File: src/rtl/blackjack_pkg.sv
// Shared constants, FSM state encoding and rank helpers for the blackjack dealer.
// Ranks are numbered 0..12 (ace..king).
package blackjack_pkg;

    localparam int NUM_RANKS = 13;
    localparam int SUITS     = 4;
    localparam int DECK_SIZE = 52;

    typedef enum logic [2:0] {
        IDLE,
        PICK,
        DELAY,
        PRESENT,
        GAP
    } state_t;

    // Ace is 1, pip cards keep their face value, and J/Q/K all count 10.
    function automatic logic [3:0] rank_to_value(input logic [3:0] rank);
        return (rank < 4'd9) ? rank + 4'd1 : 4'd10;
    endfunction

    function automatic logic [3:0] next_rank(input logic [3:0] rank);
        return (rank == 4'(NUM_RANKS - 1)) ? 4'd0 : rank + 4'd1;
    endfunction

endpackage

File: src/rtl/blackjack_dealer_lfsr16.sv
// Free-running 16-bit Galois LFSR, polynomial x^16+x^14+x^13+x^11+1.
// It is reloaded only by reset, so a reshuffle keeps the random sequence going.
module lfsr16 #(
    parameter logic [15:0] SEED = 16'hACE1
) (
    input  logic        clock,
    input  logic        reset,
    output logic [15:0] q
);

    localparam logic [15:0] TAPS = 16'hB400;

    always_ff @(posedge clock) begin
        if (reset) begin
            q <= SEED;
        end else begin
            q <= {1'b0, q[15:1]} ^ (q[0] ? TAPS : 16'h0000);
        end
    end

endmodule

File: src/rtl/blackjack_dealer.sv
// Dealer side of the card handshake: draws one card per request from a deck held
// as per-rank remaining counts and presents it with a timed card_rdy pulse.
module blackjack_dealer
    import blackjack_pkg::*;
#(
    parameter bit          RANDOM      = 1'b1,
    parameter logic [15:0] LFSR_SEED   = 16'hACE1,
    parameter int unsigned RDY_DELAY   = 0,
    parameter int unsigned HOLD_CYCLES = 2
) (
    input  logic       clock,
    input  logic       reset,
    input  logic       request_card,
    input  logic       new_game,
    output logic       card_rdy,
    output logic [3:0] card_value,
    output logic       deck_empty,
    output logic [5:0] cards_left
);

    localparam logic [3:0] DELAY_LAST = 4'(RDY_DELAY - 1);
    localparam logic [3:0] HOLD_LAST  = 4'(HOLD_CYCLES - 1);

    state_t      state, state_next;
    logic [2:0]  rank_count [NUM_RANKS];
    logic [3:0]  cur_rank;
    logic [3:0]  rank_ptr;
    logic [3:0]  cnt;
    logic [15:0] lfsr_q;
    logic [3:0]  candidate;
    logic        hit;
    logic        lfsr_unused;

    lfsr16 #(.SEED(LFSR_SEED)) u_lfsr (
        .clock(clock),
        .reset(reset),
        .q    (lfsr_q)
    );

    // Only the low nibble feeds the rank choice.
    assign lfsr_unused = ^lfsr_q[15:4];

    // Nibble values 13..15 fold back onto ranks 0..2.
    assign candidate = RANDOM ? ((lfsr_q[3:0] >= 4'(NUM_RANKS)) ? lfsr_q[3:0] - 4'(NUM_RANKS)
                                                                : lfsr_q[3:0])
                              : rank_ptr;

    assign hit        = (rank_count[cur_rank] != 3'd0);
    assign deck_empty = (cards_left == 6'd0);

    always_ff @(posedge clock) begin
        if (reset || new_game) begin
            state <= IDLE;
        end else begin
            state <= state_next;
        end
    end

    // NOTE: every output of a combinational block gets a default first, so no
    // path through the case statement can leave it unassigned and infer a latch.
    always_comb begin
        state_next = state;
        case (state)
            IDLE:    if (request_card && !deck_empty) state_next = PICK;
            PICK:    if (hit) state_next = (RDY_DELAY > 0) ? DELAY : PRESENT;
            DELAY:   if (cnt == DELAY_LAST) state_next = PRESENT;
            PRESENT: if (cnt == HOLD_LAST) state_next = GAP;
            GAP:     state_next = IDLE;
            default: state_next = IDLE;
        endcase
    end

    always_ff @(posedge clock) begin
        if (reset || new_game) begin
            // NOTE: the rank counts are real deck state, so unlike a data buffer
            // this small array is reset; a reshuffle refills every rank at once.
            for (int r = 0; r < NUM_RANKS; r++) begin
                rank_count[r] <= 3'(SUITS);
            end
            cards_left <= 6'(DECK_SIZE);
            card_value <= 4'd0;
            card_rdy   <= 1'b0;
            cur_rank   <= 4'd0;
            rank_ptr   <= 4'd0;
            cnt        <= 4'd0;
        end else begin
            // Registered from the state so card_rdy trails PRESENT by one edge.
            card_rdy <= (state == PRESENT);
            case (state)
                IDLE: begin
                    if (state_next == PICK) cur_rank <= candidate;
                end
                PICK: begin
                    if (hit) begin
                        rank_count[cur_rank] <= rank_count[cur_rank] - 3'd1;
                        cards_left           <= cards_left - 6'd1;
                        card_value           <= rank_to_value(cur_rank);
                        rank_ptr             <= next_rank(rank_ptr);
                        cnt                  <= 4'd0;
                    end else begin
                        cur_rank <= next_rank(cur_rank);
                    end
                end
                DELAY, PRESENT: begin
                    cnt <= (state_next == state) ? cnt + 4'd1 : 4'd0;
                end
                default: ;
            endcase
        end
    end

endmodule
File: config.mk
export PLATFORM = sky130hd
export DESIGN_NAME = blackjack_dealer
export DESIGN_NICKNAME = d
export VERILOG_FILES = /design/src/rtl/blackjack_pkg.sv /design/src/rtl/blackjack_dealer_lfsr16.sv /design/src/rtl/blackjack_dealer.sv
export SDC_FILE = /design/constraint.sdc
export NUM_CORES = 1
export LEC_CHECK = 0
export ABC_AREA = 1
export BUFFER_PORTS_ARGS = -buffer_cell sky130_fd_sc_hd__buf_2
export CAP_MARGIN = 20
export CELL_PAD_IN_SITES_DETAIL_PLACEMENT = 0
export CELL_PAD_IN_SITES_GLOBAL_PLACEMENT = 2
export CORE_UTILIZATION = 38
export DETAILED_ROUTE_END_ITERATION = 10
export GPL_TIMING_DRIVEN = 0
export PLACE_DENSITY = 0.76
export SLEW_MARGIN = 20
export SYNTH_ARGS = -nofsm -noshare
export SYNTH_HDL_FRONTEND = slang
export SYNTH_SLANG_ARGS = --single-unit
File: constraint.sdc
create_clock -name clock -period 3.2 [get_ports clock]
set_clock_uncertainty 0.15 [all_clocks]
set_input_delay 0.48 -clock clock [delete_from_list [all_inputs] [get_ports clock]]
set_output_delay 0.48 -clock clock [all_outputs]
set_load 0.005 [all_outputs]
# --- Word-level counts from Yosys, hierarchy flattened ---
# Memories as Yosys holds them, arrays and structs flattened. A register that Yosys moved wholly into a read port is not among the register bits.
# Cells that the tools add are included.
# Widths: inputs -> output; s select.
word_totals:
  regBits: 38
  mem_bits_rw: 39
  output_inout_bits: 12
  n_memories: 1
memory_table:
  columns: ["memory", "words", "width", "rd", "rd_ports_with_merged_regs", "write_ports", "line", "text"]
  rows:
  - ["rank_count", 13, 3, 1, 1, 13, "blackjack_dealer.sv:25", "logic [2:0] rank_count [NUM_RANKS];"]
op_classes:
  addsub: 5
  order_cmp: 2
  n_eq_ne: 11
  n_mux: 26
  bitwise_logic: 1
  reduce_logical: 13
op_table:
  columns: ["operator", "count"]
  rows:
  - ["$mux 4", 10]
  - ["$mux 16", 1]
  - ["$pmux 4 s2", 2]
  - ["$xor 15x16->16", 1]
  - ["$mux 3", 5]
  - ["$pmux 3 s4", 1]
  - ["$add 4x1->4 const B", 2]
  - ["$eq 4x4->1 const B", 2]
  - ["$mux 1", 7]
  - ["$eq 3x1->1 const B", 2]
  - ["$eq 3x2->1 const B", 2]
  - ["$logic_not 6->1", 1]
  - ["$ne 2x2->1 const B", 3]
  - ["$sub 6x1->6 const B", 1]
  - ["$eq 4x1->1 const B", 1]
  - ["$ge 4x4->1 const B", 1]
  - ["$lt 4x4->1 const B", 1]
  - ["$reduce_and 2->1", 2]
  - ["$reduce_bool 2->1", 2]
  - ["$sub 4x4->4 const B", 1]
  - ["$eq 3x3->1", 1]
  - ["$logic_not 3->1", 1]
  - ["$reduce_and 3->1", 1]
  - ["$reduce_bool 3->1", 1]
  - ["other kinds (6)", 6]

# --- Depth between registers and ports, before layout ---
logic_depth:
  depth_word: 10
  mapped_depth: 17

# --- By module ---
# Synthesis repeated with hierarchy kept, for this count alone.
unflattened:
  cells_unflattened: 488
  area_unflattened_um2: 4217.8
modules_own_cells:
  columns: ["mod", "n_inst", "cells_per_inst", "area_each_um2"]
  rows:
  - ["blackjack_dealer", 1, 437, 3743.6]
  - ["lfsr16", 1, 51, 474.2]

# --- Worst setup path after synthesis ---
# OpenSTA, ideal clock, no wires.
synth_path:
  kind: "register to register"
  from: "register (tool-made name)"
  to: "memory rank_count[1][0] (enable)"
  setup_ps: 303
  arrival_ps: 2311
  required_ps: 2747
  slack_ps: 436
  stages_incl_launch_ff: 17
  n_path_buf: 4
  synth_period_minus_slack_ps: 2764
  cell_sequence: "dfxtp_1 buf_6 inv_4 buf_6 buf_2 nor2_1 o221ai_1 o211ai_1 nand2_1 buf_2 inv_1 ha_1 nand3_2 nand3_4 nor2_4 nand2_1 nand2_1"
synth_lines:
  columns: ["item", "line"]
  rows:
  - ["to (decl)", "blackjack_dealer.sv:25"]

==> run metrics <==
gr ovfl total 0; TritonCTS Buffers 9; die width 107 microns; Compound-Gate Fraction of Synth Area 8.04%; leading cell type in the layout, fill and taps excluded nor2_1; Multi-input gate area 1660 sq um; Setup Viol. Count Final 0; post-layout util 45.2%; CTS tree done; asr flop ratio synth 0%; Initial Util 39.8%; Tot GR Track Use 18.2%; Cells after Synth 477; Placed Area 4430 sq um; Final #Nets 523; CP endpoint rank_count[3][1]; xor and xnor fraction of the mapped netlist area 1.64%; Reg2Reg Setup Slack 0.20 ns; fmax 333 MHz; hold slack 0.247 ns; DRT Pass-1 Iters 4; non-filler instance count after layout 649; DRC 0; leak pwr 2.01 nW; Synth warnings 0; initial DRC count 104; top_reg_cell synth edfxtp_1; initial antenna violation count 0; total die area 11,400 sq um; Post-Place Cells 628; final instance area 4750 sq um; most frequent cells in the layout nor2_1 (81), nand2_1 (71), inv_1 (52); met1 Usage GRT 22.7%; vias per cell 4.90; Detailed Place HPWL 7060 microns; unrepaired setup endpoints after global routing no; # IOs 16; pin count of the biggest net entering global routing 20; MaxCap Viol Count 0; final hold violations 0; Layout fillers 1,031; Slew Limit Fails 0; Max VDD drop 0.187 mV; number of core rows 37; register area 2280 sq um; layout cell share with drive strength beyond 1 15.8%; Root Driver clkbuf_8; HP Class in -> reg; Reg-to-Reg End rank_count[3][1]; Post-Synthesis Cell Area 4180 sq um; CP required 3.12 ns; sequential share of the synthesized area 54.5%; met3 track demand over resource 2.67%; Yosys top cell by area edfxtp_1; Final Critical Period 3.00 ns; largest family of logic cells by synthesized area simple AND/OR/NAND/NOR gates; clk buf depth 2; FF+latch count, synth 90; Area Growth Syn to Fin 13.5%; first-pass GRT wire length 15,500 microns; synthesized net count 492; Worst setup EP type flop; port buffer count 15; core area 10,500 sq um; Max-slew headroom 52.9%; DR WL/cell 14.8 microns; met2 Track Usage GR 31.4%; worst slew pin tran 0.707 ns; Post-synth EDFFs 48; top-area cell type share of the netlist area 34.4%; Worst R2R Path Depth 13; Simple-Gate Fraction of Synth Area 25.1%; # diodes 0; vias in the first global route 3,098; Power Density 481 nW/um^2; wirelength, routed 9580 microns; Netlist cell types 36; startpoint types flop; worst-path fanout max 10; Clk pin slew, worst setup/hold paths 0.08 ns; GRT busiest layer met2; largest cells by area after synthesis edfxtp_1 (34%), dfxtp_1 (20%), nand2_1 (7.7%); status completed; H-tree levels 3; multiplexer share of the synthesized area 0%; post-synthesis adder-cell area fraction 3.29%; die height 107 microns; antenna-violating nets left 0; critical path class reg -> reg; fin crit share 93.9%; Avg Synthesized Cell Area 8.77 sq um; CTS Sinks 90; Worst EP arrival 2.93 ns; Vias 3,178; global placement routability congestion 0.813; latest clock arrival within the worst-skew pair 0.36 ns
==> flip-flops by register name, indices dropped and copies added (netlist names), named ones only <==
| register | count |
|---|---|
| state | 3 |
| cur_rank | 4 |
| cnt | 4 |
| card_value | 4 |
| rank_count | 48 |
| u_lfsr.q | 16 |
| cards_left | 6 |
| card_rdy | 1 |
==> cell usage after synthesis (3+ instances only) <==
| cell | number |
|---|---|
| edfxtp_1 | 48 |
| nand2_1 | 86 |
| ha_1 | 11 |
| o21ai_0 | 26 |
| nor2_4 | 3 |
| dfxtp_1 | 42 |
| buf_4 | 3 |
| nand3_2 | 3 |
| nor3_1 | 6 |
| xor2_1 | 5 |
| buf_2 | 4 |
| nor2_1 | 81 |
| o221ai_1 | 6 |
| a21oi_1 | 19 |
| or2_2 | 4 |
| inv_1 | 52 |
| clkbuf_1 | 7 |
| nand3_1 | 48 |
==> worst max-delay path: stages, from the launching register on <==
cell	delay, ns
dfxtp_1	0.34
buf_1	0.38
inv_1	0.21
o221ai_1	0.12
nand3_1	0.11
nand2_2	0.11
buf_8	0.15
inv_1	0.10
ha_1	0.20
nand3_2	0.14
nand3_4	0.20
nor2_4	0.29
nand2_2	0.10
nand2_2	0.11
==> metrics by stage <==
| step | power [mW] | TNS [ns] | setup slack, ns |
|---|---|---|---|
| 2_1_floorplan | 1.50 | 0 | 0.436 |
| 5_1_grt | 2.38 | 0 | 0.000974 |
| 6_report | 2.28 | 0 | 0.196 |
| 3_5_place_dp | 1.59 | -30.91 | -0.531 |
| 3_3_place_gp | 1.59 | -31.52 | -0.566 |
| 4_1_cts | 2.30 | 0 | 0.00174 |
==> where the power goes <==
group / leakage, nW / internal [mW] / switching (mW)
clock: 0.0903 / 0.304 / 0.396
sequential: 0.810 / 1.26 / 0.0187
combinational: 1.11 / 0.0948 / 0.213
==> layer usage <==
| metal | routed length [microns] | up-vias |
|---|---|---|
| li1 | - | 1633 |
| met1 | 4530 | 1489 |
| met2 | 4640 | 42 |
| met3 | 246 | 14 |
| met4 | 164 | 0 |
| met5 | 0 | - |
==> cell families (layout without fill, tap and decap cells) <==
| group | Yosys count | in the layout |
|---|---|---|
| buffers and inverters | 73 | 109 |
| adders and majority gates | 11 | 11 |
| DFF | 90 | 90 |
| AOI/OAI and AO/OA | 59 | 59 |
| and+or+nand+nor | 237 | 237 |
| xor gates and xnor gates | 7 | 7 |
==> worst min path at each step <==
stage / from / to / slack [ns] / depth (start not counted)
global route: reset / u_lfsr.q[7] / 0.26 / 2
floorplan: u_lfsr.q[15] / u_lfsr.q[14] / 0.24 / 2
global placement: u_lfsr.q[10] / u_lfsr.q[9] / 0.24 / 2
CTS: reset / u_lfsr.q[10] / 0.23 / 3
detailed placement: u_lfsr.q[8] / u_lfsr.q[7] / 0.25 / 1
finish: reset / u_lfsr.q[10] / 0.25 / 3
==> final cells by class <==
class,instances,share of cell area (%)
inverters,56,4.58
repair buffers,22,2.69
flip-flops and latches,90,48.1
clock buffers,12,3.06
plain buffers,15,2.53
clock inverters,4,0.580
well taps,136,3.58
multi-input cells,314,34.9
==> timing repair <==
action	CTS	global route
resized for setup	19	20
pin swaps	2	4
hold buffers	0	0
buffers inserted	5	2
endpoints found under the setup margin	103	71
No activity file was read; power rests on OpenSTA's default activity.
